### config.mk
export PLATFORM = sky130hd
export DESIGN_NAME = pc_next_unit
export DESIGN_NICKNAME = d
export VERILOG_FILES = /design/src/rtl/pc_pkg.sv /design/src/rtl/pc_target_sel.sv /design/src/rtl/pc_next_unit.sv
export SDC_FILE = /design/constraint.sdc
export NUM_CORES = 1
export LEC_CHECK = 0
export CAP_MARGIN = 15
export CORE_MARGIN = 2
export CORE_UTILIZATION = 44
export DETAILED_ROUTE_END_ITERATION = 10
export PLACE_DENSITY = 0.82
export RECOVER_POWER = 25
export SETUP_SLACK_MARGIN = 0.5
export SLEW_MARGIN = 0
export SYNTH_ARGS = -nofsm -noshare
export SYNTH_HDL_FRONTEND = slang
export SYNTH_SLANG_ARGS = --single-unit
### constraint.sdc
create_clock -name Clock -period 2.1 [get_ports Clock]
set_input_delay 0.525 -clock Clock [delete_from_list [all_inputs] [get_ports Clock]]
set_output_delay 0.525 -clock Clock [all_outputs]
set_load 0.005 [all_outputs]
### src/rtl/pc_pkg.sv
// Shared types and constants for the program-counter stage.
// States, redirect-source encoding, default reset vector and step,
// plus small alignment helpers used when PC_ALIGN_CHECK_EN is defined.
package pc_pkg;

    typedef enum logic [1:0] {
        BOOT = 2'd0,
        RUN  = 2'd1,
        PEND = 2'd2
    } pc_state_t;

    typedef enum logic [1:0] {
        SEL_NONE   = 2'd0,
        SEL_BRANCH = 2'd1,
        SEL_JUMP   = 2'd2,
        SEL_JREG   = 2'd3
    } redir_sel_t;

    localparam logic [31:0] PC_RESET_VECTOR = 32'hBFC0_0000;
    localparam logic [31:0] PC_STEP_BYTES   = 32'd4;

    // Clear the byte-offset bits so the address lands on a word boundary.
    function automatic logic [31:0] word_align(input logic [31:0] addr);
        return {addr[31:2], 2'b00};
    endfunction

    // True when the address is not on a word boundary.
    function automatic logic misaligned(input logic [31:0] addr);
        return |addr[1:0];
    endfunction

endpackage

### src/rtl/pc_target_sel.sv
// Redirect target selection: priority JumpReg > Jump > Branch.
// Branch target is base + pre-shifted offset (wraps mod 2^32),
// jump target keeps the top nibble of the delay-slot address.
module pc_target_sel
    import pc_pkg::*;
(
    input  logic        branch,
    input  logic [31:0] branch_offset,
    input  logic [31:0] branch_base,
    input  logic        jump,
    input  logic [25:0] jump_index,
    input  logic        jump_reg,
    input  logic [31:0] reg_target,
    output logic [31:0] target,
    output redir_sel_t  sel
);

    logic [31:0] branch_sum_s;
    logic [31:0] jump_addr_s;

    assign branch_sum_s = branch_base + branch_offset;
    assign jump_addr_s  = {branch_base[31:28], jump_index, 2'b00};

    // Priority-encode the redirect source and pick its target address.
    always_comb begin
        sel    = SEL_NONE;
        target = branch_sum_s;
        if (jump_reg) begin
            sel    = SEL_JREG;
            target = reg_target;
        end else if (jump) begin
            sel    = SEL_JUMP;
            target = jump_addr_s;
        end else if (branch) begin
            sel    = SEL_BRANCH;
            target = branch_sum_s;
        end else begin
            sel    = SEL_NONE;
            target = branch_sum_s;
        end
    end

endmodule

### src/rtl/pc_next_unit.sv
// Program-counter stage: owns the PC, the pending-redirect register and
// the BOOT/RUN/PEND control. A redirect that cannot be accepted this
// cycle is parked and applied at the next accepted fetch, unless a newer
// redirect arrives first.
// Optional: define PC_ALIGN_CHECK_EN to force captured targets onto word
// boundaries and pulse AddrError for one cycle on a misaligned capture.
module pc_next_unit
    import pc_pkg::*;
#(
    parameter logic [31:0] RESET_VECTOR = PC_RESET_VECTOR,
    parameter logic [31:0] PC_STEP      = PC_STEP_BYTES
) (
    input  logic        Clock,
    input  logic        nReset,
    input  logic        Stall,
    input  logic        FetchReady,
    input  logic        Branch,
    input  logic [31:0] BranchOffset,
    input  logic [31:0] BranchBase,
    input  logic        Jump,
    input  logic [25:0] JumpIndex,
    input  logic        JumpReg,
    input  logic [31:0] RegTarget,
    output logic [31:0] PC,
    output logic [31:0] PCPlus4,
    output logic        FetchValid,
    output logic        Redirecting,
    output logic        AddrError
);

    pc_state_t   state_r;
    logic [31:0] pc_r;
    logic [31:0] pend_r;
    logic        fetch_valid_r;
    logic        redirecting_r;

    logic [31:0] target_s;
    redir_sel_t  sel_s;
    logic        req_s;
    logic        adv_s;
    logic [31:0] cap_s;
    logic [31:0] pc_plus_s;

    pc_target_sel u_target_sel (
        .branch        (Branch),
        .branch_offset (BranchOffset),
        .branch_base   (BranchBase),
        .jump          (Jump),
        .jump_index    (JumpIndex),
        .jump_reg      (JumpReg),
        .reg_target    (RegTarget),
        .target        (target_s),
        .sel           (sel_s)
    );

    assign req_s     = (sel_s != SEL_NONE);
    assign adv_s     = fetch_valid_r & FetchReady & ~Stall;
    assign pc_plus_s = pc_r + PC_STEP;

`ifdef PC_ALIGN_CHECK_EN
    logic addr_err_r;

    assign cap_s = word_align(target_s);

    // One-cycle flag after any misaligned target is captured outside BOOT.
    always_ff @(posedge Clock or negedge nReset) begin
        if (!nReset) begin
            addr_err_r <= 1'b0;
        end else begin
            addr_err_r <= (state_r != BOOT) & req_s & misaligned(target_s);
        end
    end

    assign AddrError = addr_err_r;
`else
    assign cap_s     = target_s;
    assign AddrError = 1'b0;
`endif

    // Fetch FSM with the PC and pending-redirect registers.
    always_ff @(posedge Clock or negedge nReset) begin
        if (!nReset) begin
            state_r       <= BOOT;
            pc_r          <= RESET_VECTOR;
            pend_r        <= 32'h0000_0000;
            fetch_valid_r <= 1'b0;
            redirecting_r <= 1'b0;
        end else begin
            case (state_r)
                BOOT: begin
                    state_r       <= RUN;
                    fetch_valid_r <= 1'b1;
                    redirecting_r <= 1'b0;
                end
                RUN: begin
                    if (adv_s) begin
                        pc_r <= req_s ? cap_s : pc_plus_s;
                    end else if (req_s) begin
                        pend_r        <= cap_s;
                        state_r       <= PEND;
                        redirecting_r <= 1'b1;
                    end else begin
                        pc_r <= pc_r;
                    end
                end
                PEND: begin
                    if (adv_s) begin
                        // A fresh request overrides the parked target.
                        pc_r          <= req_s ? cap_s : pend_r;
                        state_r       <= RUN;
                        redirecting_r <= 1'b0;
                    end else if (req_s) begin
                        pend_r <= cap_s;
                    end else begin
                        pend_r <= pend_r;
                    end
                end
                default: begin
                    state_r       <= BOOT;
                    fetch_valid_r <= 1'b0;
                    redirecting_r <= 1'b0;
                end
            endcase
        end
    end

    assign PC          = pc_r;
    assign PCPlus4     = pc_plus_s;
    assign FetchValid  = fetch_valid_r;
    assign Redirecting = redirecting_r;

endmodule

==> metrics.txt, run 1 <==
run status=did not finish; average cell area after synthesis=roughly 8.0 µm²; number of buffers inserted during clock tree synthesis=9; post-synthesis instance area=around 0.0063 mm²; Primary FF master, synth=sky130_fd_sc_hd__dfrtp_1; number of H-tree branching levels=3; last weighted congestion value of the routability-driven placer=approximately 0.94; terminating stage of the flow=global routing; Detailed Place HPWL=20,200 µm; category of the worst endpoint=sequential cell input; pin ending the worst setup path after global-route repair=PC[19]$_DFFE_PN0P_/D; Area after DPL=approximately 0.010 mm²; largest net degree at the start of global routing=48; buffer depth of the longest clock path=2; instance count of the mapped netlist=794; clock sink count=67; quantity of I/O buffers inserted on ports=roughly 190; area share of the leading cell type in the synthesized netlist=0.229; worst slack at placement=-1300 ps; GRT overflow=111; first error in the log=[ERROR GRT-0232] Routing congestion too high. Check the congestion heatmap in the GUI.; fraction of registers with async set/reset=1.00; Die X-Extent=~120 µm; Boundary Pins=between 150 and 200; count of flip-flops with a built-in enable after synthesis=0; share of synthesized area occupied by flip-flops and latches=0.267; distinct cell type count after synthesis=77; leading post-synthesis cells by cell area=sky130_fd_sc_hd__dfrtp_1 (23%), sky130_fd_sc_hd__ha_1 (7.1%), sky130_fd_sc_hd__o21ai_0 (5.3%), sky130_fd_sc_hd__a21oi_1 (5.0%), sky130_fd_sc_hd__nand2_1 (4.5%); Net Count, Synth=960; Syn. warnings=0; floorplan row count=43; #FFs+latches synth=67; vertical extent of the die=about 120 µm; cell type contributing the most total cell area after synthesis=sky130_fd_sc_hd__dfrtp_1; Tot GR Track Use=0.778; initial cell density of the core=0.453; cell chosen for the clock root=sky130_fd_sc_hd__clkbuf_16
==> metrics by stage <==
stage / hold WS (ps) / TNS [ps] / utilization / instances
2_1_floorplan: 229 / -13920 / - / 794
3_3_place_gp: 331 / -63600 / 0.748 / 1342
3_5_place_dp: 336 / -67960 / 0.748 / 1342
4_1_cts: 477 / -21350 / 0.888 / 1451
==> timing repair <==
item / CTS
endpoints found under the setup margin: 132
pin swaps: 179
resized for setup: 601
endpoints found under the hold margin: 1
cloned: 1
hold buffers: 1
setup buffers: 91
==> metal layers <==
| metal | overflow | global-route usage |
|---|---|---|
| met5 | 0 | 0.240 |
| met4 | 53 | 0.843 |
| met3 | 1 | 0.617 |
| met2 | 56 | 0.938 |
| met1 | 1 | 0.763 |
==> synthesized netlist by cell type, drive strengths merged (5+ instances only) <==
master / n
a22o: 9
a211oi: 8
clkbuf: 32
inv: 26
o211ai: 21
o21ai: 72
nand4: 17
mux2i: 11
and3: 18
a22oi: 5
nand2b: 24
and2: 7
o21bai: 5
o31ai: 12
a21o: 9
o21a: 6
ha: 36
a221oi: 12
xor2: 19
dfstp: 9
nand2: 76
dfrtp: 58
a21oi: 64
nand3: 24
nor3: 18
a221o: 5
nor2: 59
buf: 23
xnor2: 30
a31oi: 19
==> cells by family after synthesis <==
kind of cell / synth area share
fa+ha+maj: 0.0743
mux: 0.0227
compound gates: 0.296
xor+xnor: 0.0678
flops: 0.267
simple gates: 0.207
other cells: 0.000592
buf+inv: 0.0650
==> run 2, diff against run 1 <==
- CORE_UTILIZATION: 44 -> 40
- PLACE_DENSITY: 0.82 -> unset
- PLACE_DENSITY_LB_ADDON: unset -> 0.15
- SETUP_SLACK_MARGIN: 0.5 -> unset
- clock period: 2.1 -> 2.7 ns (I/O delays scaled with it)
==> metrics.txt, run 2 <==
buffer depth of the longest clock path=2 (unchanged); clock edge transition at the registers on the reported setup and hold paths=around 50 ps; last weighted congestion value of the routability-driven placer=0.931 (was 0.935); global-route wire length before repair=39,200 µm; via count of the first global-routing pass=about 7,600; largest net degree at the start of global routing=39; count of final max-slew check failures=69; Boundary Pins=196 (unchanged); failing checks=capacitance limit, slew limit, setup timing; most common cell after layout, fill and taps aside=sky130_fd_sc_hd__buf_4; Detailed Route WL=between 20,000 and 30,000 µm; fraction of final layout cells sized beyond drive strength 1=0.393; floorplan row count=45 (was 43); clock tree from TritonCTS=done; max incr delay on CP=320 ps; vertical extent of the die=130 µm (was 124 µm); Detailed Place HPWL=18,400 µm (was 20,200 µm); end of the critical path=PC[27]; Critical-path top delay cell=sky130_fd_sc_hd__a211oi_4; final setup margin=-55.1 ps; slew at the pin with the worst max-slew slack=2050 ps; clock sink count=67 (unchanged); Critical Path, Cell by Cell=buf_8 -> ha_4 -> a211oi_4 -> o211ai_4 -> a211oi_4 -> o31ai_4 -> buf_12 -> a221oi_4 -> xor2_2 -> buf_4 -> o211ai_1 -> o221a_1; final number of setup-violating endpoints=14; #FFs+latches synth=67 (unchanged); number of H-tree branching levels=3 (unchanged); Routed WL per cell=between 15 and 20 µm; critical path arrival=a little over 3000 ps; Die X-Extent=130 µm (was 124 µm); DR vias/cell=between 5 and 6; antenna violation net count after detailed routing=0; distinct cell type count after synthesis=77 (unchanged); fraction of registers with async set/reset=1.00 (unchanged); Syn. warnings=0 (unchanged); Net Count, Synth=960 (unchanged); Worst setup startpoint=BranchBase[1]; Leakage Power=4.98 nW; final hold violation count=0; power density cells=between 700 and 800 mW/mm²; RR Startpoint=PC[22]; average cell area after synthesis=7.98 µm² (unchanged); most common cell in the synthesized netlist=sky130_fd_sc_hd__nand2_1 (unchanged); total number of vias=between 7,000 and 8,000; initial cell density of the core=0.413 (was 0.453); biggest fanout along the worst timing path=3; Area after DPL=0.00974 mm² (was 0.0105 mm²); most prevalent standard cell on the critical path=sky130_fd_sc_hd__a211oi_4; GRT overflow=0; worst hold-check slack=roughly 470 ps; worst skew pair latency=340 ps; area enclosed by the die boundary=about 0.017 mm²; drt initial violations=between 500 and 600; maximum vdd drop=around 430 µV; leading post-synthesis cells by cell area=sky130_fd_sc_hd__dfrtp_1 (23%), sky130_fd_sc_hd__ha_1 (7.1%), sky130_fd_sc_hd__o21ai_0 (5.3%), sky130_fd_sc_hd__a21oi_1 (5.0%), sky130_fd_sc_hd__nand2_1 (4.5%) (unchanged); critical path start-end classification=in2reg; post-synthesis instance area=0.00633 mm² (unchanged); Tot GR Track Use=0.297; worst path required time=2970 ps; run status=finished, violations left (was did not finish); commonest cells after routing, fill and taps aside=sky130_fd_sc_hd__buf_4 (228), sky130_fd_sc_hd__clkdlybuf4s50_1 (120), sky130_fd_sc_hd__nand2_1 (71); antenna violations before repair=1; area share of the leading cell type in the synthesized netlist=0.229 (unchanged); number of buffers inserted for hold repair after clock tree synthesis=0 (was 1); maximum achievable frequency=363 MHz; setup repair after global routing missed its margin=yes; first drt pass iteration count=5; core area=approximately 0.015 mm²; Area growth, synth to finish=80.7%; Primary FF master, synth=sky130_fd_sc_hd__dfrtp_1 (unchanged); Nets=~1,400; FF-to-FF End=PC[31]; share of synthesized area occupied by flip-flops and latches=0.267 (unchanged); cell chosen for the clock root=sky130_fd_sc_hd__clkbuf_16 (unchanged); element type at the critical path end=flip-flop; Tmin final=around 2800 ps; Max transition margin=-0.365; number of cells on the worst reg-to-reg path=13; most numerous cell types in the synthesized netlist=sky130_fd_sc_hd__nand2_1 (76), sky130_fd_sc_hd__o21ai_0 (67), sky130_fd_sc_hd__a21oi_1 (63), sky130_fd_sc_hd__dfrtp_1 (58), sky130_fd_sc_hd__nor2_1 (58) (unchanged); post-route cell area=0.0114 mm²; CP Launch Type=input pin; instance count of the mapped netlist=794 (unchanged); remaining routing DRC violations=0; Filler Cell Count=roughly 1,100; number of buffers inserted during clock tree synthesis=9 (unchanged); Worst Skew=roughly 4 ps; quantity of I/O buffers inserted on ports=194 (unchanged); ratio of final minimum period to clock period=1.02; worst hold-check path type=reg2reg; count of flip-flops with a built-in enable after synthesis=0 (unchanged); count of max-cap constraint violations=2; Hold Path Cell Cnt=2; reg-to-reg setup timing slack=260 ps; cell type contributing the most total cell area after synthesis=sky130_fd_sc_hd__dfrtp_1 (unchanged)
-- run 2: cell counts after synthesis --
Identical to the previous run, type by type.
-- run 2: layout make-up --
class	instances	area, µm²	area share
clock inverters	3	15.0	0.00131
diodes	1	2.50	0.000219
well taps	211	264	0.0231
clock buffers	12	246	0.0215
repair buffers	452	3810	0.333
inverters	26	97.6	0.00853
multi-input cells	645	5320	0.465
flip-flops and latches	67	1690	0.147
-- run 2: logic make-up after synthesis --
family	Yosys count	share of synthesized area
buf+inv	82	0.0650
simple gates	268	0.207
flops	67	0.267
mux	14	0.0227
xor+xnor	49	0.0678
compound gates	276	0.296
other cells	1	0.000592
fa+ha+maj	37	0.0743
-- run 2: critical path: cells and delay by family --
kind            cells  cell delay, ps
buf+inv             3             400
compound gates      7            1560
fa+ha+maj           1             240
xor+xnor            1             120
-- run 2: through the flow --
step           setup WS (ps)   util  TNS (ps)  power [W]  instances
3_3_place_gp            -844  0.636    -33200    0.00651       1334
6_report               -55.1  0.747      -458    0.00848       1417
2_1_floorplan           -154      -      -857    0.00406        794
4_1_cts                 -115  0.726      -706    0.00812       1392
5_1_grt                 -192  0.747     -2720    0.00899       1417
3_5_place_dp            -887  0.636    -34930    0.00660       1334
-- run 2: power breakdown --
part | total (W) | switching (W) | internal [W]
registers | 0.00188 | 0.000320 | 0.00156
logic | 0.00555 | 0.00257 | 0.00298
clock network | 0.00106 | 0.000424 | 0.000636
total | 0.00848 | 0.00331 | 0.00517
-- run 2: layer usage --
metal | track usage | vias to the layer above | part of all wire
li1 | - | 3737 | -
met1 | 0.399 | 3720 | 0.42
met2 | 0.498 | 410 | 0.48
met3 | 0.0344 | 59 | 0.075
met4 | 0.0987 | 0 | 0.031
met5 | 0 | - | 0
-- run 2: worst min path at each step --
| stage | from | slack [ps] | endpoint |
|---|---|---|---|
| detailed placement | pend_r[18] | 460 | pend_r[18] |
| global placement | pend_r[7] | 450 | pend_r[7] |
| floorplan | nReset | 380 | FetchValid |
| finish | pend_r[7] | 470 | pend_r[7] |
| CTS | nReset | 380 | PC[1] |
| global route | pend_r[18] | 490 | pend_r[18] |
-- run 2: repair_timing --
item,in CTS,in global routing
gates resized for setup,270,108
hold endpoints to repair,0,0
setup endpoints to repair,77,61
setup buffers,43,25
pin swaps,92,87
No activity file was read; power rests on OpenSTA's default activity.
==> run 3, diff against run 2 <==
==> constraint.sdc (replaced) <==
create_clock -name Clock -period 2.7 [get_ports Clock]
set_input_delay 0.405 -clock Clock [delete_from_list [all_inputs] [get_ports Clock]]
set_output_delay 0.405 -clock Clock [all_outputs]
set_load 0.005 [all_outputs]
==> metrics.txt, run 3 (synthesized netlist as in run 2, its figures left out) <==
number of cells on the worst reg-to-reg path=11 (was 13); Hold Path Cell Cnt=2 (unchanged); initial cell density of the core=0.413 (unchanged); combined flip-flop and latch cell area=0.00169 mm² (about the same); total number of vias=7,495 (was 7,926); Tmin final=2660 ps (was 2760 ps); critical path arrival=2250 ps (was 3030 ps); Detailed Route WL=24,000 µm (was 26,000 µm); max incr delay on CP=530 ps (was 320 ps); final number of setup-violating endpoints=0 (was 14); Ant. Diodes=0 (was 1); critical path start-end classification=reg2out (was in2reg); Routed WL per cell=17.9 µm (was 18.4 µm); worst path required time=2300 ps (was 2970 ps); gate family responsible for the most delay along the worst path=buffers and inverters (was compound AO/OA/AOI/OAI gates); antenna violation net count after detailed routing=0 (unchanged); cell chosen for the clock root=sky130_fd_sc_hd__clkbuf_16 (unchanged); Area growth, synth to finish=68.2% (was 80.7%); slew at the pin with the worst max-slew slack=1670 ps (was 2050 ps); remaining routing DRC violations=0 (unchanged); global-route wire length before repair=36,000 µm (was 39,200 µm); Filler Cell Count=1,232 (was 1,121); Critical-path top delay cell=sky130_fd_sc_hd__clkdlybuf4s50_1 (was sky130_fd_sc_hd__a211oi_4); buffer depth of the longest clock path=2 (unchanged); count of final max-slew check failures=68 (was 69); clock sink count=67 (unchanged); element type at the critical path end=output port (was flip-flop); quantity of I/O buffers inserted on ports=194 (unchanged); area enclosed by the die boundary=0.0169 mm² (unchanged); Detailed Place HPWL=17,500 µm (was 18,400 µm); post-route cell area=0.0106 mm² (was 0.0114 mm²); via count of the first global-routing pass=6,950 (was 7,608); floorplan row count=45 (unchanged); number of placed instances with taps included=1,289 (was 1,334); power density cells=755 mW/mm² (was 741 mW/mm²); number of standard cells in the layout, taps in and fillers out=1,335 (was 1,417); vertical extent of the die=130 µm (unchanged); Area after DPL=0.00933 mm² (was 0.00974 mm²); failing checks=capacitance limit, slew limit (was capacitance limit, slew limit, setup timing); Critical Path, Cell by Cell=buf_4 -> nand4_1 -> nor3_2 -> and3_4 -> xor2_4 -> clkdlybuf4s50_1 (was buf_8 -> ha_4 -> a211oi_4 -> o211ai_4 -> a211oi_4 -> o31ai_4 -> buf_12 -> a221oi_4 -> xor2_2 -> buf_4 -> o211ai_1 -> o221a_1); logic depth of the worst setup path including buffers=6 (was 12); clock edge transition at the registers on the reported setup and hold paths=50 ps (about the same); number of buffers inserted for hold repair after clock tree synthesis=0 (unchanged); clock tree from TritonCTS=done (unchanged); Boundary Pins=196 (unchanged); Max transition margin=-0.114 (was -0.365); count of max-cap constraint violations=1 (was 2); Tot GR Track Use=0.270 (was 0.297); number of H-tree branching levels=3 (unchanged); final hold violation count=0 (unchanged); Die X-Extent=130 µm (unchanged); first drt pass iteration count=5 (unchanged); last weighted congestion value of the routability-driven placer=0.912 (was 0.931); maximum vdd drop=642 µV (was 427 µV); DR vias/cell=5.61 (was 5.59); setup repair after global routing missed its margin=yes (unchanged); GRT overflow=0 (unchanged); CP bufs+invs=2 (was 3); CP Launch Type=flip-flop (was input pin); fraction of final layout cells sized beyond drive strength 1=0.285 (was 0.393); most common cell after layout, fill and taps aside=sky130_fd_sc_hd__buf_4 (unchanged); antenna violations before repair=0 (was 1); maximum achievable frequency=377 MHz (was 363 MHz); worst hold-check path type=reg2reg (unchanged); Nets=1,285 (was 1,367); drt initial violations=575 (was 572); largest net degree at the start of global routing=68 (was 39); Pwr Total=0.00804 W (was 0.00848 W); worst skew pair latency=340 ps (about the same); biggest fanout along the worst timing path=4 (was 3); Leakage Power=4.74 nW (was 4.98 nW); number of buffers inserted during clock tree synthesis=9 (unchanged); run status=finished, violations left (unchanged); fin util=0.695 (was 0.747); footprint of the multi-input gates=0.00497 mm² (was 0.00532 mm²); Worst Skew=5.07 ps (was 4.05 ps); ratio of final minimum period to clock period=0.983 (was 1.02); commonest cells after routing, fill and taps aside=sky130_fd_sc_hd__buf_4 (172), sky130_fd_sc_hd__clkdlybuf4s50_1 (140), sky130_fd_sc_hd__nand2_1 (74) (was sky130_fd_sc_hd__buf_4 (228), sky130_fd_sc_hd__clkdlybuf4s50_1 (120), sky130_fd_sc_hd__nand2_1 (71)); core area=0.0153 mm² (unchanged)
[run 3: per-layer routing]
| layer | up-vias | global-route usage | share of wire | wire (µm) |
|---|---|---|---|---|
| met4 | 0 | 0.0677 | 0.019 | 446 |
| met5 | - | 0 | 0 | 0 |
| li1 | 3570 | - | - | - |
| met1 | 3573 | 0.394 | 0.44 | 10600 |
| met2 | 315 | 0.434 | 0.47 | 11400 |
| met3 | 37 | 0.0226 | 0.064 | 1530 |
[run 3: layout make-up]
class                           count  share of cell area
Inverter                           26             0.00916
Multi-Input combinational cell    645               0.466
Sequential cell                    67               0.159
Clock inverter                      2             0.00329
Tap cell                          211              0.0248
Clock buffer                       14              0.0239
Timing Repair Buffer              370               0.314
[run 3: path summary, 6_finish.rpt]
| path | slack (ps) | startpoint | endpoint |
|---|---|---|---|
| setup / recovery | 40 | PC[12] | PCPlus4[15] |
| max in group asynchronous | 1030 | nReset | PC[3] |
| hold reg to reg | 470 | pend_r[8] | pend_r[8] |
| setup reg to reg | 440 | PC[22] | PC[31] |
| min in group asynchronous | 570 | nReset | PC[4] |
| hold / removal | 470 | pend_r[8] | pend_r[8] |
[run 3: worst register-to-register path, stage by stage, from the launching register on]
cell	delay (ps)
sky130_fd_sc_hd__dfstp_2	520
sky130_fd_sc_hd__and3_1	180
sky130_fd_sc_hd__and3_4	220
sky130_fd_sc_hd__nand3_4	110
sky130_fd_sc_hd__nor3_2	210
sky130_fd_sc_hd__xor2_1	100
sky130_fd_sc_hd__buf_4	140
sky130_fd_sc_hd__buf_4	120
sky130_fd_sc_hd__buf_4	120
sky130_fd_sc_hd__buf_4	120
sky130_fd_sc_hd__o211ai_1	240
sky130_fd_sc_hd__a31oi_4	110
[run 3: where the power goes]
group | switching [W] | total, W | internal, W
logic | 0.00233 | 0.00497 | 0.00264
clock network | 0.000421 | 0.00116 | 0.000739
registers | 0.000341 | 0.00190 | 0.00156
[run 3: what timing repair did]
action | 4_1_cts | 5_1_grt
setup endpoints to repair | 57 | 53
endpoints found under the hold margin | 0 | 0
gates resized for setup | 73 | 110
cloned | 1 | 0
pin swaps | 39 | 46
setup buffers | 15 | 16
[run 3: through the flow]
| step | TNS, ps | worst slack, ps | hold slack [ps] |
|---|---|---|---|
| 4_1_cts | -18.8 | -15.9 | 304 |
| 2_1_floorplan | 0 | 2.43 | 109 |
| 3_5_place_dp | -23050 | -718 | 461 |
| 3_3_place_gp | -20930 | -679 | 450 |
| 5_1_grt | -115 | -29.8 | 494 |
| 6_report | 0 | 44.8 | 471 |
==> run 4, diff against run 3 <==
- GPL_TIMING_DRIVEN: unset -> 0
==> metrics.txt, run 4 (synthesized netlist as in run 2, its figures left out) <==
total number of vias=7,448 (was 7,495); CP Launch Type=input pin (was flip-flop); Boundary Pins=196 (unchanged); fin util=0.658 (was 0.695); final setup margin=37.0 ps (was 44.8 ps); clock sink count=67 (unchanged); Hold Path Cell Cnt=2 (unchanged); Ant. Diodes=0 (unchanged); Nets=1,210 (was 1,285); antenna violations before repair=0 (unchanged); final hold violation count=0 (unchanged); Tot GR Track Use=0.285 (was 0.270); worst path required time=2920 ps (was 2300 ps); failing checks=capacitance limit, slew limit (unchanged); reg-to-reg setup timing slack=290 ps (was 440 ps); slew at the pin with the worst max-slew slack=1760 ps (was 1670 ps); via count of the first global-routing pass=6,852 (was 6,950); commonest cells after routing, fill and taps aside=sky130_fd_sc_hd__clkdlybuf4s50_1 (147), sky130_fd_sc_hd__nand2_1 (73), sky130_fd_sc_hd__buf_4 (56) (was sky130_fd_sc_hd__buf_4 (172), sky130_fd_sc_hd__clkdlybuf4s50_1 (140), sky130_fd_sc_hd__nand2_1 (74)); area enclosed by the die boundary=0.0169 mm² (unchanged); largest net degree at the start of global routing=68 (unchanged); Leakage Power=4.18 nW (was 4.74 nW); run status=finished, violations left (unchanged); number of H-tree branching levels=3 (unchanged); RR Startpoint=state_r[0] (was PC[22]); Max transition margin=-0.173 (was -0.114); power density cells=775 mW/mm² (was 755 mW/mm²); initial cell density of the core=0.413 (unchanged); fraction of final layout cells sized beyond drive strength 1=0.232 (was 0.285); maximum achievable frequency=376 MHz (was 377 MHz); floorplan row count=45 (unchanged); endpoint with the worst hold slack=pend_r[10] (was pend_r[8]); worst slack at placement=-1030 ps (was -718 ps); setup repair after global routing missed its margin=yes (unchanged); last weighted congestion value of the routability-driven placer=0.899 (was 0.912); remaining routing DRC violations=0 (unchanged); cell chosen for the clock root=sky130_fd_sc_hd__clkbuf_16 (unchanged); vertical extent of the die=130 µm (unchanged); number of buffers inserted during clock tree synthesis=9 (unchanged); count of max-cap constraint violations=1 (unchanged); worst hold-check path type=reg2reg (unchanged); final number of setup-violating endpoints=0 (unchanged); global-route wire length before repair=37,000 µm (was 36,000 µm); number of cells on the worst reg-to-reg path=7 (was 11); worst skew pair latency=340 ps (about the same); Routed WL per cell=19.9 µm (was 17.9 µm); Filler Cell Count=1,322 (was 1,232); ratio of final minimum period to clock period=0.986 (was 0.983); Tmin final=2660 ps (about the same); Detailed Place HPWL=18,300 µm (was 17,500 µm); Area growth, synth to finish=59.1% (was 68.2%); critical path arrival=2890 ps (was 2250 ps); maximum vdd drop=464 µV (was 642 µV); GRT overflow=0 (unchanged); Worst Skew=3.61 ps (was 5.07 ps); element type at the critical path end=flip-flop (was output port); clock tree from TritonCTS=done (unchanged); worst hold path startpoint=pend_r[10] (was pend_r[8]); clock edge transition at the registers on the reported setup and hold paths=50 ps (about the same); buffer depth of the longest clock path=2 (unchanged); antenna violation net count after detailed routing=0 (unchanged); Die X-Extent=130 µm (unchanged); critical path start-end classification=in2reg (was reg2out); first drt pass iteration count=4 (was 5); biggest fanout along the worst timing path=3 (was 4); FF-to-FF End=PC[22] (was PC[31]); Detailed Route WL=25,100 µm (was 24,000 µm); most common cell after layout, fill and taps aside=sky130_fd_sc_hd__clkdlybuf4s50_1 (was sky130_fd_sc_hd__buf_4); count of final max-slew check failures=68 (unchanged); core area=0.0153 mm² (unchanged); quantity of I/O buffers inserted on ports=192 (was 194); drt initial violations=657 (was 575); DR vias/cell=5.92 (was 5.61)
[run 4: cell types whose count changed in the layout (fill, tap and decap cells not counted), sizes merged]
| cell | delta |
|---|---|
| clkdlybuf4s50 | +7 |
| clkbuf | +30 |
| bufinv | -1 |
| buf | -104 |
| dlygate4sd2 | +11 |
| clkinv | +1 |
| dlygate4sd1 | +1 |
| dlymetal6s2s | -20 |
| clkdlybuf4s15 | -1 |
[run 4: worst max path at each step]
stage | start | endpoint | slack (ps) | cells after the start
global route | BranchOffset[7] | pend_r[25] | -60 | 12
CTS | BranchBase[9] | pend_r[24] | -9 | 11
detailed placement | BranchOffset[0] | pend_r[26] | -1030 | 12
finish | BranchBase[1] | PC[19] | 40 | 10
floorplan | BranchOffset[0] | pend_r[26] | 2 | 11
global placement | nReset | pend_r[24] | -1100 | 1
[run 4: cell type report]
type | count | area, µm² | area share
tap | 211 | 264 | 0.0262
buffer | 48 | 320 | 0.0318
sequential | 67 | 1700 | 0.169
inverter | 26 | 97.6 | 0.00969
multi-input combinational | 645 | 5050 | 0.501
clock buffer | 13 | 270 | 0.0268
clock inverter | 2 | 10.0 | 0.000994
timing repair buffer | 247 | 2360 | 0.234
[run 4: routing by layer]
metal / part of all wire / track usage / wire [µm] / vias up
met5: 0 / 0 / 0 / -
met4: 0.033 / 0.118 / 828 / 0
met3: 0.079 / 0.0299 / 1970 / 55
met2: 0.47 / 0.470 / 11800 / 409
met1: 0.42 / 0.382 / 10500 / 3547
li1: - / - / - / 3437
[run 4: power by group]
group          total (W)  switching [W]  internal [W]
clock            0.00112       0.000436      0.000688
sequential       0.00214       0.000562       0.00158
combinational    0.00454        0.00220       0.00234
[run 4: stage by stage]
step                hold slack (ps)  setup TNS (ps)  instances  instance area [µm²]  power [W]
floorplan                       109               0        794                 6330    0.00404
global placement                451          -98800       1197                 8520    0.00596
detailed placement              458          -32840       1197                 8520    0.00601
CTS                             227           -21.2       1241                 9520    0.00745
global route                    484            -225       1259                10100    0.00824
finish                          470               0       1259                10100    0.00780
[run 4: worst max-delay path, stage by stage]
cell                            delay [ps]
sky130_fd_sc_hd__dlygate4sd2_1         250
sky130_fd_sc_hd__ha_1                  320
sky130_fd_sc_hd__a211oi_4              260
sky130_fd_sc_hd__o211ai_2              170
sky130_fd_sc_hd__a211oi_4              370
sky130_fd_sc_hd__nor2_2                100
sky130_fd_sc_hd__a221o_1               340
sky130_fd_sc_hd__a221oi_2              260
sky130_fd_sc_hd__o21ai_2               110
sky130_fd_sc_hd__o31a_1                280
[run 4: repair_timing]
item,in CTS,in global routing
pin swaps,58,62
setup endpoints to repair,62,58
setup buffers,32,23
hold endpoints to repair,0,0
gates resized for setup,145,99
hold buffers,0,0
==> RTL edit 1: new RTL, config.mk and constraints of run 3 <==
Build with the macro `PC_ALIGN_CHECK_EN` defined.
--- a/src/rtl/pc_next_unit.sv
+++ b/src/rtl/pc_next_unit.sv
@@ -4,6 +4,8 @@
 // redirect arrives first.
 // Optional: define PC_ALIGN_CHECK_EN to force captured targets onto word
 // boundaries and pulse AddrError for one cycle on a misaligned capture.
+`define PC_ALIGN_CHECK_EN
+
 module pc_next_unit
     import pc_pkg::*;
 #(
Function: changed (a bounded check fails within 4 cycles, from zero or initial values and one cycle with nReset low).
==> RTL edit 1 against run 3 <==
Largest cell class unchanged; largest power group unchanged; first-iteration DRC count increased by 8.7%; setup slack got worse by 0.081 ns; power decreased by 2.7%; the flow finishes with violations (capacitance limit, slew limit, setup timing); routed wire length decreased by 3.4%; core utilization decreased by 0.56 points; sequential cell count increased by 1; cell area decreased by 2.3%; area after synthesis decreased by 3.0%.
==> RTL edit 1: results (changes against run 3) <==
[place]
routabilityCongestion=0.934  ; was 0.912
dp_slack_ns=-0.667  ; was -0.718 ns
dp.cells=1246  ; was 1289
postPlaceCellArea_mm2=0.00935  ; was 0.00933 mm^2

[yosys]
synthMuxAreaShare_pct=2.08  ; was 2.27%
yosys-top-cells-area=dfrtp_1 24%, ha_1 7.1%, o21ai_0 5.1%, nand2_1 4.5%, a21oi_1 4.2%  ; was dfrtp_1 23%, ha_1 7.1%, o21ai_0 5.3%, a21oi_1 5.0%, nand2_1 4.5%
synthTopCellsByCount=73 x nand2_1, 62 x o21ai_0, 59 x dfrtp_1, 56 x nor2_1, 52 x a21oi_1  ; was 76 x nand2_1, 67 x o21ai_0, 63 x a21oi_1, 58 x dfrtp_1, 58 x nor2_1
avgSynthCellArea_um2=8.19  ; was 7.98 um^2
synth_compound_area_share_pct=31.6  ; was 29.6%
ys_seq_area_share_pct=27.9  ; was 26.7%
syn-num-nets=915  ; was 960

[grt]
grt_start_max_net_pins=69  ; was 68
grt_pass1_wl_um=35200  ; was 36000 um
gr-usage-met3_pct=3.46  ; was 2.26%
grt_pass1_vias=6893  ; was 6950
grtUsageTotal_pct=27.2  ; was 27.0%
met1_usage_pct=38.7  ; was 39.4%
use_met2_pct=43.0  ; was 43.4%

[setup_path]
critPathTopFamily=compound AO/OA/AOI/OAI gates  ; was buffers and inverters
cp.arrival_ns=2.99  ; was 2.25 ns
worst-path-max-fanout=5  ; was 4
max_stage_delay_ns=0.47  ; was 0.53 ns

[detailed_routing]
first_pass_iters=6  ; was 5
viasPerCell=5.64  ; was 5.61
met2_wirelength_um=10800  ; was 11400 um
drtIter0Drc=625  ; was 575
vias=7273  ; was 7495
routedWlPerCell_um=17.9  ; about the same

[run_status]
violations=capacitance limit, slew limit, setup timing  ; was capacitance limit, slew limit
status=finished, violations left  ; unchanged

[final_layout]
nFillCells=1240  ; was 1232
multi_input_area_mm2=0.00472  ; was 0.00497 mm^2

[pwr]
ir_worst_vdd_v=0.000470  ; was 0.000642 V
leakagePower_nw=4.61  ; was 4.74 nW

[sta]
setup_viol=2  ; was 0
skew_ns=0.00571  ; was 0.00507 ns
setup_ws_ns=-0.0366  ; was 0.0448 ns
fin_tns_setup_ns=-0.0511  ; was 0 ns
slew_violations=69  ; was 68

[run]
cap_violations=1  ; unchanged

-- RTL edit 1: cell count changes after synthesis, sizes merged, moves of 4 or more --
| cell | run 3 | this run |
|---|---|---|
| buf | 23 | 11 |
| a21oi | 64 | 53 |
| inv | 26 | 18 |
| nor3 | 18 | 10 |
| o21bai | 5 | 12 |
| a21o | 9 | 15 |
| nand3 | 24 | 18 |
| nand4 | 17 | 12 |
| o21ai | 72 | 67 |
| a221oi | 12 | 8 |
| a222oi | 0 | 4 |
| a31o | 0 | 4 |
| nand3b | 4 | 0 |
-- RTL edit 1: layout make-up --
cell class	count	share of cell area, %
clock buffer	15	2.77
clock inverter	1	0.0481
inverter	19	0.685
multi-input combinational	617	45.4
sequential	68	16.5
tap	188	2.26
timing repair buffer	382	32.4
-- RTL edit 1: worst paths after layout --
| check | startpoint | to | slack (ns) | depth (start not counted) |
|---|---|---|---|---|
| max | BranchOffset[0] | PC[22] | -0.04 | 12 |
| min | pend_r[10] | pend_r[10] | 0.47 | 2 |
| max reg2reg | PC[2] | PC[25] | 0.38 | 11 |
| min reg2reg | pend_r[10] | pend_r[10] | 0.47 | 2 |
| max in group asynchronous | nReset | PC[17] | 0.98 | 2 |
| min in group asynchronous | nReset | PC[3] | 0.58 | 2 |
-- RTL edit 1: what timing repair did --
item                                   in CTS  in global routing
resized for setup                          73                 85
setup endpoints to repair                  62                 57
endpoints found under the hold margin       0                  0
pin swaps                                  33                 44
buffers inserted                           14                 14
-- RTL edit 1: logic make-up after synthesis --
family	count (synthesis)
simple gates	244
mux	12
flops	68
compound gates	280
fa+ha+maj	36
buf+inv	65
xor+xnor	45
-- RTL edit 1: power breakdown --
part	switching, W	internal [W]
sequential	0.000382	0.00157
clock	0.000412	0.000721
combinational	0.00219	0.00254
==> RTL edit 2: new RTL, flow settings as in run 3 <==
Made on the original files. The 3 states of `pc_state_t` get a one-hot encoding in 3 bits.
--- a/src/rtl/pc_pkg.sv
+++ b/src/rtl/pc_pkg.sv
@@ -3,10 +3,10 @@
 // plus small alignment helpers used when PC_ALIGN_CHECK_EN is defined.
 package pc_pkg;
 
-    typedef enum logic [1:0] {
-        BOOT = 2'd0,
-        RUN  = 2'd1,
-        PEND = 2'd2
+    typedef enum logic [2:0] {
+        BOOT = 3'b001,
+        RUN  = 3'b010,
+        PEND = 3'b100
     } pc_state_t;
 
     typedef enum logic [1:0] {
Behaviour: no difference found for any inputs over 4 cycles, from zero or initial values and one cycle with nReset low; so few cycles prove little.
==> RTL edit 2 against run 3 <==
The run ends with setup timing left; largest cell class unchanged; synthesized cell count is 1.3% lower; routed wire length is 3.2% lower; register-to-register slack worse by 0.20 ns; combinational power is 14% lower; setup slack worse by 0.080 ns; via count is 1.5% lower; count of clock-buffer cells in the layout stayed put; core utilization is 1.3 points higher; cell area is 2.6% lower; global-route usage is 0.92 points higher; power is 9.0% lower; final cell count is 1.4% lower; sequential cell count is 2 higher; area after synthesis is 4.9% lower.
==> RTL edit 2: results (changes against run 3) <==
[detailed_routing]
drt_wl_total_um=23200  ; was 24000 um
vias=7380  ; was 7495
first_pass_iters=6  ; was 5
drtIter0Drc=661  ; was 575

[run_status]
violations=setup timing  ; was capacitance limit, slew limit
status=finished, violations left  ; unchanged

[setup_path]
r2r_start=PC[3]  ; was PC[22]
endpoint=pend_r[26]  ; was PCPlus4[15]
reg2reg_to=PC[22]  ; was PC[31]
crit_start=BranchOffset[8]  ; was PC[12]
reg2reg_slack_ns=0.24  ; was 0.44 ns

[yosys]
yosys_warnings=0  ; unchanged
synthTopCellsByCount=95 x nor2_1, 88 x nand2_1, 66 x o21ai_0, 62 x a21oi_1, 59 x dfrtp_1  ; was 76 x nand2_1, 67 x o21ai_0, 63 x a21oi_1, 58 x dfrtp_1, 58 x nor2_1
yosys-top-cells-area=dfrtp_1 25%, ha_1 6.6%, nor2_1 5.9%, nand2_1 5.5%, o21ai_0 5.5%  ; was dfrtp_1 23%, ha_1 7.1%, o21ai_0 5.3%, a21oi_1 5.0%, nand2_1 4.5%
synth_cell_types=65  ; was 77
ys_seq_area_share_pct=28.9  ; was 26.7%
syn-num-nets=946  ; was 960

[final_layout]
nets=1289  ; was 1285
nFillCells=1147  ; was 1232

[sta]
fin_tns_setup_ns=-0.0929  ; was 0 ns
hold_ws_ns=0.481  ; was 0.471 ns
tightest_slew_ns=1.02  ; was 1.67 ns
skew_ns=0.00491  ; was 0.00507 ns
setup_viol=5  ; was 0
setup_ws_ns=-0.0354  ; was 0.0448 ns

[place]
dp_hpwl_um=17900  ; was 17500 um
routabilityCongestion=0.954  ; was 0.912

[hold_path]
whs_endpoint=pend_r[11]  ; was pend_r[8]
min_from=pend_r[11]  ; was pend_r[8]

[pwr]
ir_worst_vdd_v=0.000383  ; was 0.000642 V
leakagePower_nw=4.62  ; was 4.74 nW

-- RTL edit 2: changes by cell type after synthesis, sizes merged, moves of 5 or more --
cell | before | now
and3 | 18 | 9
nand3 | 24 | 17
o211ai | 21 | 8
or3 | 4 | 16
nand2b | 24 | 8
buf | 23 | 6
clkbuf | 32 | 40
nor2 | 59 | 95
o31ai | 12 | 7
o22ai | 2 | 7
nand2 | 76 | 88
-- RTL edit 2: metal layers --
| metal | vias up | global-route usage (%) | part of all wire, % |
|---|---|---|---|
| met5 | - | 0 | 0 |
| met4 | 0 | 8.86 | 2.0 |
| met3 | 35 | 3.50 | 6.7 |
| met2 | 328 | 46.2 | 48 |
| met1 | 3460 | 38.2 | 43 |
| li1 | 3557 | - | - |
-- RTL edit 2: cell families (layout without fill, tap and decap cells) --
family | after synthesis | after routing | synth area share (%)
AO/OA/AOI/OAI | 251 | 251 | 27.1
multiplexers | 10 | 10 | 1.79
AND/OR/NAND/NOR | 298 | 298 | 22.9
adder cells (fa/ha/maj) | 33 | 33 | 6.98
other | 1 | 1 | 0.0622
flip-flops | 69 | 69 | 28.9
XOR/XNOR | 54 | 54 | 7.85
buffers and inverters | 68 | 416 | 4.42
-- RTL edit 2: critical path, stage by stage --
cell             delay [ns]
clkdlybuf4s50_1        0.45
ha_4                   0.19
a211o_1                0.26
o211ai_1               0.11
a21oi_2                0.12
a211o_4                0.32
a211oi_4               0.28
o21a_1                 0.18
xnor2_1                0.07
a222oi_1               0.30
buf_4                  0.19
o21ai_2                0.05
-- RTL edit 2: final cells by class --
type | count | area (um^2) | area share (%)
Multi-Input combinational cell | 647 | 4660 | 45.0
Timing Repair Buffer | 378 | 3380 | 32.6
Sequential cell | 69 | 1740 | 16.8
Clock buffer | 14 | 264 | 2.55
Tap cell | 184 | 230 | 2.22
Inverter | 22 | 82.6 | 0.797
Clock inverter | 2 | 10.0 | 0.0965
-- RTL edit 2: what timing repair did --
action / 4_1_cts / 5_1_grt
cloned: 0 / 0
hold buffers: 1 / 0
setup endpoints to repair: 52 / 45
resized for setup: 100 / 85
endpoints found under the hold margin: 13 / 0
setup buffers: 10 / 13
pin swaps: 58 / 43
-- RTL edit 2: metrics by stage --
stage | area (um^2) | worst slack, ns | util, % | std cells
floorplan | 6070 | -0.119 | - | 784
global placement | 9300 | -0.721 | 63.5 | 1276
detailed placement | 9300 | -0.806 | 63.5 | 1276
CTS | 9950 | -0.154 | 67.9 | 1303
global route | 10400 | -0.122 | 70.8 | 1316
finish | 10400 | -0.0354 | 70.8 | 1316
-- RTL edit 2: power breakdown --
part           leakage (nW)  switching, W  total, W  internal [W]
combinational          3.64       0.00190   0.00425       0.00235
clock                 0.137      0.000428   0.00110      0.000669
sequential            0.837      0.000386   0.00197       0.00158
